[config.mk]
export PLATFORM = sky130hd
export DESIGN_NAME = pll_reset_sequencer
export DESIGN_NICKNAME = d
export VERILOG_FILES = /design/src/rtl/pll_reset_sequencer.sv
export SDC_FILE = /design/constraint.sdc
export NUM_CORES = 1
export LEC_CHECK = 0
export CAP_MARGIN = 20
export CORE_UTILIZATION = 25
export CTS_CLUSTER_SIZE = 14
export DETAILED_ROUTE_END_ITERATION = 7
export GPL_ROUTABILITY_DRIVEN = 0
export MAX_ROUTING_LAYER = met4
export PLACE_DENSITY = 0.44
export SKIP_CTS_REPAIR_TIMING = 1
export SLEW_MARGIN = 20
export SYNTH_ARGS = -nofsm -noshare
export SYNTH_HDL_FRONTEND = slang
export SYNTH_SLANG_ARGS = --single-unit
[constraint.sdc]
create_clock -name refclk -period 3.67 [get_ports refclk]
set_clock_uncertainty 0.2 [all_clocks]
set_input_delay 0.367 -clock refclk [delete_from_list [all_inputs] [get_ports refclk]]
set_output_delay 0.367 -clock refclk [all_outputs]
set_load 0.02 [all_outputs]
[src/rtl/pll_reset_sequencer.sv]
// PLL reset and lock-qualification sequencer in the refclk domain.
// Optional timeout/retry logic is enabled by defining PLL_SEQ_TIMEOUT_EN.
module pll_reset_sequencer #(
  parameter int RST_CYCLES     = 16,
  parameter int STABLE_CYCLES  = 1024,
  parameter int TIMEOUT_CYCLES = 742500,
  parameter int CNT_W          = 20
) (
  input  logic       refclk,
  input  logic       rst,
  input  logic       locked,
  input  logic       restart,
  output logic       pll_rst,
  output logic       core_reset,
  output logic       ready,
  output logic       lock_lost,
  output logic [7:0] retry_count,
  output logic [1:0] state
);

  localparam logic [1:0] RESET_PLL = 2'd0;
  localparam logic [1:0] WAIT_LOCK = 2'd1;
  localparam logic [1:0] STABILIZE = 2'd2;
  localparam logic [1:0] RUN       = 2'd3;

  localparam logic [CNT_W-1:0] RST_LAST = CNT_W'(RST_CYCLES - 1);
  localparam logic [CNT_W-1:0] STB_LAST = CNT_W'(STABLE_CYCLES - 1);
  localparam logic [CNT_W-1:0] TMO_LAST = CNT_W'(TIMEOUT_CYCLES - 1);

  logic             lock_meta;
  logic             lock_s;
  logic [1:0]       state_d;
  logic [CNT_W-1:0] seq_cnt;    // RST_CYCLES count in RESET_PLL, timeout count after
  logic [CNT_W-1:0] seq_cnt_d;
  logic [CNT_W-1:0] stb_cnt;
  logic [CNT_W-1:0] stb_cnt_d;
  logic [CNT_W-1:0] tmo_next;
  logic             lost_d;

  // NOTE: sequential state uses non-blocking assignments so every flop samples
  // pre-edge values, independent of block ordering in simulation.
  always_ff @(posedge refclk) begin
    if (rst) begin
      lock_meta <= 1'b0;
      lock_s    <= 1'b0;
    end else begin
      lock_meta <= locked;
      lock_s    <= lock_meta;
    end
  end

`ifdef PLL_SEQ_TIMEOUT_EN
  logic       tmo_hit;
  logic [7:0] retry_q;

  assign tmo_next = seq_cnt + 1'b1;
  assign tmo_hit  = ((state == WAIT_LOCK) || (state == STABILIZE)) && (seq_cnt == TMO_LAST);

  // A restart in the same cycle wins over the timeout, so it is not counted.
  always_ff @(posedge refclk) begin
    if (rst) begin
      retry_q <= 8'd0;
    end else if (tmo_hit && !restart && (retry_q != 8'hFF)) begin
      retry_q <= retry_q + 8'd1;
    end
  end

  assign retry_count = retry_q;
`else
  // Nothing acts on the count here; holding at the top keeps it from wrapping.
  assign tmo_next    = (seq_cnt == TMO_LAST) ? seq_cnt : seq_cnt + 1'b1;
  assign retry_count = 8'd0;
`endif

  // NOTE: every variable driven here gets a default first, so no path leaves
  // one unassigned and no latch is inferred.
  always_comb begin
    state_d   = state;
    seq_cnt_d = seq_cnt;
    stb_cnt_d = stb_cnt;
    lost_d    = 1'b0;

    case (state)
      RESET_PLL: begin
        if (seq_cnt == RST_LAST) begin
          state_d   = WAIT_LOCK;
          seq_cnt_d = '0;
        end else begin
          seq_cnt_d = seq_cnt + 1'b1;
        end
      end
      WAIT_LOCK: begin
        seq_cnt_d = tmo_next;
        if (lock_s) begin
          state_d   = STABILIZE;
          stb_cnt_d = '0;
        end
      end
      STABILIZE: begin
        seq_cnt_d = tmo_next;
        if (!lock_s) begin
          state_d = WAIT_LOCK;
        end else if (stb_cnt == STB_LAST) begin
          state_d = RUN;
        end else begin
          stb_cnt_d = stb_cnt + 1'b1;
        end
      end
      default: begin
        if (!lock_s) begin
          lost_d    = 1'b1;
          state_d   = RESET_PLL;
          seq_cnt_d = '0;
        end
      end
    endcase

`ifdef PLL_SEQ_TIMEOUT_EN
    if (tmo_hit) begin
      state_d   = RESET_PLL;
      seq_cnt_d = '0;
    end
`endif

    // lock_lost is deliberately left alone so a coincident loss still reports.
    if (restart) begin
      state_d   = RESET_PLL;
      seq_cnt_d = '0;
    end
  end

  // Outputs are decoded from the next state so they change with the state register.
  always_ff @(posedge refclk) begin
    if (rst) begin
      state      <= RESET_PLL;
      seq_cnt    <= '0;
      stb_cnt    <= '0;
      pll_rst    <= 1'b1;
      core_reset <= 1'b1;
      ready      <= 1'b0;
      lock_lost  <= 1'b0;
    end else begin
      state      <= state_d;
      seq_cnt    <= seq_cnt_d;
      stb_cnt    <= stb_cnt_d;
      pll_rst    <= (state_d == RESET_PLL);
      core_reset <= (state_d != RUN);
      ready      <= (state_d == RUN);
      lock_lost  <= lost_d;
    end
  end

endmodule

# Word-level counts from Yosys, hierarchy flattened
# Cells that the tools add are included.
# W data, S select, Z words.
[classes] n_eq_ne=12 mux=16 add_sub_neg=2 n_reduce_logical=8
[ops] cell="$mux W20" count=6
[ops] cell="$pmux W20 S2" count=2
[ops] cell="$add A20 B1 Y20 const B" count=2
[ops] cell="$eq A20 B10 Y1 const B" count=1
[ops] cell="$eq A20 B20 Y1 const B" count=1
[ops] cell="$eq A20 B4 Y1 const B" count=1
[ops] cell="$mux W2" count=6
[ops] cell="$ne A2 B2 Y1 const B" count=5
[ops] cell="$pmux W2 S3" count=1
[ops] cell="$eq A2 B2 Y1 const B" count=2
[ops] cell="$logic_not A2 Y1" count=2
[ops] cell="$reduce_and A4 Y1" count=1
[ops] cell="$reduce_or A2 Y1" count=2
[ops] cell="$reduce_or A4 Y1" count=1
[ops] cell="$ne A3 B2 Y1 const B" count=1
[ops] cell="$eq A2 B1 Y1 const B" count=1
[ops] cell="$reduce_and A2 Y1" count=1
[ops] cell="$reduce_bool A2 Y1" count=1
[ops] cell="$mux W1" count=1
[totals] out_inout_bits=14 reg_bits=48 word_cells=47

# Depth between registers and ports, before layout
# Gate-level depths: netlist of the first run.
[depth] ltp_word=6 ltp_mapped=9 depth_no_buf=7

# Worst setup path after synthesis of the first run
# OpenSTA, ideal clock, no wires.
[synth_path] path_type="register to register" start="register state[0]" end="register seq_cnt[19]" arrival_ns=2.294 stages_incl_launch_ff=10 t_required_ns=3.367 slack_ns=1.073 setup_ns=0.103 period_less_slack_ns=2.597 cell_sequence="dfxtp_1 inv_1 ha_1 or3b_1 clkbuf_8 and4_1 buf_6 nand3_1 o21ai_0 a2111oi_2"
[synth_via] elab_chain_len=4
[synth_rtl] item="from (decl)" line_no="18" rtl="output logic [1:0] state"
[synth_rtl] item="from (signal assigned)" line_no="143" rtl="state <= state_d;"
[synth_rtl] item="$eq A2 B2 Y1 / $eq A2 B1 Y1 (equally long branches)" line_no="83" rtl="case (state)"
[synth_rtl] item="$reduce_or A2 Y1 (no source line)"
[synth_rtl] item="$ne A3 B2 Y1 (no source line) / $ne A2 B2 Y1 (equally long branches)"
[synth_rtl] item="$reduce_and A2 Y1 (no source line)"
[synth_rtl] item="to (signal assigned)" line_no="144" rtl="seq_cnt <= seq_cnt_d;"
[synth_rtl] item="to (decl)" line_no="33" rtl="logic [CNT_W-1:0] seq_cnt;"
# Several ways; a longest one is shown, not always the timed one.
# A chain may end at the register's enable or synchronous reset.

# Worst setup path after layout of the first run
[layout_path] start="register state[1]" end="register seq_cnt[19]"
# Same word-level chain as after synthesis.

==> results of run 1 <==
==> path summary, 6_finish.rpt <==
kind                      end  slack [ns]  cells after the start
setup / recovery  seq_cnt[19]        0.94                      7
setup reg to reg  seq_cnt[19]        0.94                      7
hold reg to reg        lock_s        0.24                      1
hold / removal         lock_s        0.24                      1
==> cell families (layout without fill, tap and decap cells) <==
logic type,count (synthesis),in the layout
simple gates,138,138
compound gates,57,57
flops,48,48
buf+inv,27,26
xor+xnor,24,24
fa+ha+maj,6,6
mux,2,2
other cells,1,8
==> through the flow <==
step / hold slack [ns] / cells / util / total power [mW]
3_5_place_dp: 0.226 / 437 / 0.272 / 0.565
6_report: 0.240 / 445 / 0.281 / 0.880
3_3_place_gp: 0.220 / 437 / 0.272 / 0.566
5_1_grt: 0.260 / 445 / 0.281 / 0.914
4_1_cts: 0.247 / 445 / 0.281 / 0.897
2_1_floorplan: 0.214 / 310 / - / 0.564
==> area by class of cell <==
cell class | count | share of cell area
repair buffers | 11 | 0.0363
inverters | 7 | 0.00907
clock buffers | 8 | 0.0311
flip-flops and latches | 48 | 0.332
multi-input cells | 235 | 0.533
well taps | 136 | 0.0587
==> Yosys cell counts, types with 2 or more instances <==
master | n | area (µm²)
and3_1 | 12 | 75.1
a21oi_1 | 13 | 65.1
or3_1 | 5 | 31.3
o21ai_4 | 2 | 32.5
clkbuf_1 | 4 | 15.0
mux2i_1 | 2 | 20.0
o21a_1 | 2 | 15.0
inv_1 | 7 | 26.3
nand3_1 | 15 | 75.1
and2_1 | 5 | 31.3
and4_1 | 6 | 52.6
buf_2 | 2 | 10.0
ha_1 | 6 | 75.1
a31oi_1 | 2 | 12.5
o211ai_1 | 7 | 52.6
and3_2 | 2 | 15.0
or4_1 | 4 | 30.0
xor2_1 | 16 | 140
nor3_1 | 3 | 15.0
o21ai_0 | 11 | 55.1
nor2_1 | 32 | 120
nand2_1 | 18 | 67.6
o31ai_1 | 5 | 37.5
xnor2_1 | 8 | 70.1
buf_4 | 8 | 60.1
nand4_1 | 8 | 50.1
o2111ai_2 | 2 | 30.0
dfxtp_1 | 48 | 961
o2111ai_1 | 6 | 52.6
or2_2 | 2 | 12.5
buf_6 | 4 | 45.0
nor3b_1 | 2 | 15.0
nor4_1 | 8 | 50.1
nor2b_1 | 5 | 31.3
a21boi_0 | 2 | 15.0
==> power by group <==
group	internal, mW	total [mW]	switching [mW]
clock	0.154	0.328	0.174
combinational	0.00803	0.0277	0.0196
sequential	0.522	0.525	0.00235
total	0.684	0.880	0.196
==> critical path: stages (launching register included) <==
cell and delay, ns:
dfxtp_1 0.45, inv_1 0.11, ha_1 0.33, or3b_1 0.55
and4_1 0.39, nand3_1 0.14, o21ai_0 0.12, a2111oi_2 0.35
==> flip-flops by register name, indices dropped and copies added, names as in the netlist <==
| register | cells |
|---|---|
| pll_rst | 1 |
| state | 2 |
| lock_s | 1 |
| seq_cnt | 20 |
| core_reset | 1 |
| lock_meta | 1 |
| lock_lost | 1 |
| ready | 1 |
| stb_cnt | 20 |
==> layer usage <==
metal	GRT usage	part of all wire	vias up
met4	0.0392	0.016	0
li1	-	-	1103
met2	0.174	0.43	29
met1	0.151	0.53	988
met5	-	0	-
met3	0.0131	0.018	5
==> flow_summary.json, run 1 <==
{
  "final_cell_area_mm2": 0.00290,
  "clkTransAtPathRegs_ns": 0.09,
  "worst_slew_pin_slew_ns": 0.522,
  "core_mm2": 0.0103,
  "ys.flop_type": "dfxtp_1",
  "finalSetupTns_ns": 0,
  "setup_violations": 0,
  "clkLatencyLatePin_ns": 0.30,
  "drc": 0,
  "leakage_nw": 0.957,
  "htreeDepth": 2,
  "maxCapViolCount": 0,
  "nFillCells": 1099,
  "place_ws_ns": 0.960,
  "postSynthAreaPerCell_um2": 8.78,
  "portBuffers": 9,
  "maxSlewViolCount": 0,
  "cts_root_buf": "clkbuf_8",
  "cp-end-kind": "flip-flop",
  "synthArstFlopShare": 0,
  "drt_first_iter_violations": 134,
  "multi_input_area_mm2": 0.00155,
  "final.min_clock_period_ns": 2.73,
  "ir_drop_uv": 103,
  "period_share": 0.744,
  "synth.distinct_cells": 54,
  "dp.final_hpwl_mm": 4.06,
  "critPathLaunch": "state[1]",
  "synth_top_family_by_area": "simple AND/OR/NAND/NOR gates",
  "start_util": 0.258,
  "fmax_ghz": 0.366,
  "fin_ws_ns": 0.938,
  "relSlewSlack": 0.651,
  "path_class": "reg2reg",
  "cp_max_fo": 10,
  "detail_route.wl_per_cell_um": 12.7,
  "dpl_cell_area_mm2": 0.00281,
  "cts_buffer_depth": 2,
  "final_cell_mix": "48 x dfxtp_1, 32 x nor2_1, 18 x nand2_1, 16 x xor2_1, 15 x nand3_1",
  "worstHoldStart": "lock_meta",
  "seq_area_um2": 961,
  "cts_buffers": 5,
  "antenna_found_initial": 0,
  "synthesis.area_mm2": 0.00266,
  "dr.pass1.iters": 4,
  "grt_overflow": 0,
  "num_vias": 2125,
  "grt_usage": 0.112,
  "worstPathArrival_ns": 2.74,
  "num_rows": 37,
  "antennaDiodeCount": 0,
  "clock_sinks": 48,
  "final_nets": 318,
  "fp.dieH_um": 105,
  "synthAdderAreaFrac": 0.0282,
  "required_ns": 3.67,
  "grt_pass1_vias": 2028,
  "ys_seq_elements": 48,
  "final_common_cell": "dfxtp_1",
  "muxShareOfSynthArea": 0.00753,
  "grt_pass1_wl_mm": 9.82,
  "hp-class": "reg2reg",
  "postRouteWirelength_mm": 5.67,
  "area_growth_pct": 8.94,
  "synth_xor_area_frac": 0.0790,
  "ant_nets": 0,
  "hold_viol": 0,
  "status": "completed",
  "start_kind": "flip-flop",
  "yosysSeqAreaShare": 0.361,
  "rsz0062_at_grt": "no",
  "die_w_um": 105,
  "p_per_area_mw_per_mm2": 304,
  "io_pins": 18,
  "die-area_mm2": 0.0111,
  "via_per_inst": 4.78,
  "syn-instance-count": 303,
  "cts_tree": "built",
  "yosys.area_share.simple": 0.297,
  "grt_max_degree": 20,
  "r2r-start": "state[1]",
  "drive_gt1_frac": 0.0777,
  "yosysWarnings": 0,
  "synth_compound_area_frac": 0.158,
  "synth-edff-count": 0
}
Note: power is estimated with default switching activity, not from simulation.
==> run 2, diff against run 1 <==
clock period = 2.8 ns   (was 3.67 ns; I/O delays follow)
==> run 2 against run 1 <==
Cell count is 1.3% higher. First-iteration DRC count is 36% lower. Register-to-register slack worse by 0.70 ns. Combinational power is 34% higher. Fmax is 6.7% higher. Critical path type unchanged. Largest power group unchanged. Core utilization is 0.58 points higher. Via count is 1.5% higher.
==> flow_summary.json, run 2 (synthesis results as in run 1) <==
{
  "status": "completed",
  "top_regs": "seq_cnt: 20 flops, stb_cnt: 20 flops, state: 2 flops",
  "die_w_um": 105,
  "fp.dieH_um": 105,
  "portBuffers": 9,
  "reg2reg_slack_ns": 0.24,
  "cp-end-kind": "flip-flop",
  "maxCapViolCount": 0,
  "cts_buffer_depth": 2,
  "place_ws_ns": 0.203,
  "dr.pass1.iters": 5,
  "worst_slew_pin_slew_ns": 0.532,
  "postRouteWirelength_mm": 5.87,
  "cp_num_cells": 7,
  "antenna_found_initial": 0,
  "hold_viol": 0,
  "seq_area_um2": 961,
  "fin_ws_ns": 0.241,
  "worstPathArrival_ns": 2.58,
  "worstPathCellList": "inv_1 -> ha_1 -> or3b_1 -> and4_1 -> nand3_1 -> o21ai_0 -> a2111oi_2",
  "period_share": 0.914,
  "final_common_cell": "dfxtp_1",
  "area_growth_pct": 11.2,
  "grt_pass1_wl_mm": 10.2,
  "drt_first_iter_violations": 86,
  "slowest_delay_ns": 0.42,
  "maxSlewViolCount": 0,
  "final.min_clock_period_ns": 2.56,
  "start_kind": "flip-flop",
  "post-route-util": 0.287,
  "fin_total_pwr_mw": 1.16,
  "rsz0062_at_grt": "no",
  "detail_route.wl_per_cell_um": 13.0,
  "final_cell_mix": "48 x dfxtp_1, 32 x nor2_1, 18 x nand2_1, 16 x xor2_1, 15 x nand3_1",
  "busiest_layer": "met2",
  "via_per_inst": 4.78,
  "core_mm2": 0.0103,
  "clkLatencyLatePin_ns": 0.31,
  "path_class": "reg2reg",
  "finalSetupTns_ns": 0,
  "rr_endpoint": "seq_cnt[19]",
  "crit_end": "seq_cnt[19]",
  "setup_violations": 0,
  "grt_usage": 0.118,
  "drc": 0,
  "grt_pass1_vias": 1996,
  "p_per_area_mw_per_mm2": 392,
  "htreeDepth": 2,
  "place_inst": 443,
  "relSlewSlack": 0.644,
  "worstPathBufferInverterCount": 1,
  "num_rows": 37,
  "fmax_ghz": 0.391,
  "required_ns": 2.82,
  "multi_input_area_mm2": 0.00156,
  "hp-class": "reg2reg",
  "cts_buffers": 5,
  "start_util": 0.258,
  "critPathLaunch": "state[0]",
  "cts_root_buf": "clkbuf_8",
  "io_pins": 18,
  "final_nets": 324,
  "clkTransAtPathRegs_ns": 0.09,
  "leakage_nw": 0.989,
  "ant_nets": 0,
  "num_vias": 2156,
  "critical-path-top-delay-family": "simple AND/OR/NAND/NOR gates",
  "cpMaxStageDelayCell": "dfxtp_1",
  "drive_gt1_frac": 0.0984,
  "use_met1": 0.159,
  "antennaDiodeCount": 0,
  "clock_sinks": 48,
  "final_cells": 451,
  "grt_max_degree": 20,
  "r2r-start": "state[0]",
  "cp_max_fo": 9,
  "die-area_mm2": 0.0111,
  "grtUsageMet2": 0.170,
  "ir_drop_uv": 138,
  "dp.final_hpwl_mm": 4.17,
  "nFillCells": 1089,
  "cts_tree": "built",
  "reg2reg_depth": 7,
  "grt_overflow": 0,
  "grt_util_met3": 0.0212
}
==> run 2: changes by cell type in the layout (fill, tap and decap cells not counted) <==
cell / delta
buf_4: +6
o2111ai_2: -1
o2111ai_4: +1
or4_1: -1
or4_4: +1
==> run 2: how the worst min path moves through the flow <==
| stage | start | end | slack, ns | cells past startpoint |
|---|---|---|---|---|
| floorplan | restart | seq_cnt[19] | 0.15 | 1 |
| global placement | lock_meta | lock_s | 0.22 | 1 |
| detailed placement | lock_meta | lock_s | 0.23 | 1 |
| CTS | lock_meta | lock_s | 0.25 | 1 |
| global route | lock_meta | lock_s | 0.27 | 1 |
| finish | lock_meta | lock_s | 0.24 | 1 |
==> run 2: area by class of cell <==
type                       count  area share
multi-input combinational    235       0.527
sequential                    48       0.325
tap                          136      0.0575
timing repair buffer          17      0.0508
clock buffer                   8      0.0305
inverter                       7     0.00888
==> run 2: routing by layer <==
metal / vias up / share of wire / routed length (µm)
li1: 1110 / - / -
met1: 987 / 0.52 / 3040
met2: 48 / 0.42 / 2460
met3: 11 / 0.034 / 201
met4: 0 / 0.027 / 160
met5: - / 0 / 0
==> run 2: power by group <==
part / internal [mW] / switching [mW]
registers: 0.685 / 0.00310
clock network: 0.202 / 0.232
logic: 0.0105 / 0.0265
total: 0.897 / 0.261
==> run 2: stage by stage <==
step / hold slack, ns / cell area, µm²
floorplan: 0.149 / 2690
global placement: 0.223 / 2850
detailed placement: 0.230 / 2850
CTS: 0.251 / 2940
global route: 0.274 / 2960
finish: 0.245 / 2960
==> run 2: worst reg2reg max path, cell delays in order, from the launching register on <==
cell and delay (ns):
dfxtp_1 0.42, inv_1 0.12, ha_1 0.35, or3b_1 0.41, and4_1 0.34, nand3_1 0.16, o21ai_0 0.13, a2111oi_2 0.35
==> run 3, diff against run 2 <==
PLACE_DENSITY = not set   (was 0.44)
==> run 3 against run 2 <==
Clock power up 15%. Total power up 5.7%. Cell count down 1.1%. Worst setup slack worse by 0.014 ns. Wire length down 7.9%. Sequential power about the same.
==> flow_summary.json, run 3 (synthesis results as in run 1) <==
{
  "status": "completed",
  "finalSetupTns_ns": 0,
  "clkTransAtPathRegs_ns": 0.09,
  "maxCapViolCount": 0,
  "area_growth_pct": 10.4,
  "grt_overflow": 0,
  "final_cell_mix": "48 x dfxtp_1, 32 x nor2_1, 18 x nand2_1, 16 x xor2_1, 15 x nand3_1",
  "detail_route.wl_per_cell_um": 12.1,
  "portBuffers": 9,
  "cts_root_buf": "clkbuf_8",
  "final_common_cell": "dfxtp_1",
  "clock_sinks": 48,
  "io_pins": 18,
  "grt_pass1_vias": 1946,
  "slowest_delay_ns": 0.70,
  "ant_nets": 0,
  "critical-path-top-delay-family": "simple AND/OR/NAND/NOR gates",
  "fmax_ghz": 0.389,
  "via_per_inst": 4.80,
  "cp_max_fo": 8,
  "cts_buffer_depth": 2,
  "worst_slew_pin_slew_ns": 0.507,
  "setup_violations": 0,
  "final.min_clock_period_ns": 2.57,
  "drive_gt1_frac": 0.0871,
  "clkLatencyLatePin_ns": 0.30,
  "die-area_mm2": 0.0111,
  "maxSlewViolCount": 0,
  "hp-class": "reg2reg",
  "cts_buffers": 5,
  "core_mm2": 0.0103,
  "nFillCells": 1100,
  "rsz0062_at_grt": "no",
  "start_util": 0.258,
  "hold_viol": 0,
  "antennaDiodeCount": 0,
  "fp.dieH_um": 105,
  "drc": 0,
  "top_regs": "seq_cnt: 20 flops, stb_cnt: 20 flops, state: 2 flops",
  "antenna_found_initial": 0,
  "worstPathArrival_ns": 2.58,
  "p_per_area_mw_per_mm2": 417,
  "cts_tree": "built",
  "drt_first_iter_violations": 107,
  "num_rows": 37,
  "cpMaxStageDelayCell": "or4_1",
  "htreeDepth": 2,
  "worstPathCellList": "inv_1 -> ha_1 -> nand3_1 -> or4_1 -> o21a_1 -> a2111oi_2",
  "final_cells": 446,
  "num_vias": 2141,
  "dr.pass1.iters": 4,
  "grt_max_degree": 20,
  "grt_usage": 0.105,
  "fin_total_pwr_mw": 1.22,
  "final_nets": 319,
  "leakage_nw": 0.970,
  "ir_drop_uv": 184,
  "dp.final_hpwl_mm": 3.83,
  "postRouteWirelength_mm": 5.41,
  "relSlewSlack": 0.661,
  "start_kind": "flip-flop",
  "path_class": "reg2reg",
  "grt_pass1_wl_mm": 9.27,
  "die_w_um": 105,
  "worstPathBufferInverterCount": 1,
  "cp-end-kind": "flip-flop",
  "place_inst": 438,
  "required_ns": 2.81,
  "period_share": 0.919
}
run 3: per-layer routing:
layer,up-vias,GRT usage,routed length [µm]
met1,995,0.147,2870
met2,32,0.154,2320
met3,8,0.0143,140
met5,-,-,0
met4,0,0.0382,80
li1,1106,-,-
run 3: final timing paths:
kind	cells past startpoint	slack, ns	to	startpoint
setup / recovery	6	0.23	seq_cnt[19]	state[1]
hold / removal	1	0.26	lock_s	lock_meta
setup reg to reg	6	0.23	seq_cnt[19]	state[1]
hold reg to reg	1	0.26	lock_s	lock_meta
run 3: final cells by class:
type                       count  area [µm²]  area share
multi-input combinational    235        1560       0.530
tap                          136         170      0.0579
clock inverter                 3        42.5      0.0145
timing repair buffer          12         113      0.0383
inverter                       7        26.3     0.00894
sequential                    48         961       0.327
clock buffer                   5        68.8      0.0234
run 3: stage by stage:
stage | worst slack (ns) | hold WS [ns] | utilization | cell area (µm²)
2_1_floorplan | 0.203 | 0.149 | - | 2690
3_3_place_gp | 0.310 | 0.219 | 0.273 | 2820
3_5_place_dp | 0.249 | 0.248 | 0.273 | 2820
4_1_cts | 0.220 | 0.267 | 0.283 | 2930
5_1_grt | 0.0139 | 0.289 | 0.285 | 2940
6_report | 0.227 | 0.261 | 0.285 | 2940
run 3: where the power goes:
group          internal [mW]  switching (mW)
Sequential             0.685         0.00302
Clock                  0.264           0.236
Combinational         0.0106          0.0262
Total                  0.960           0.265
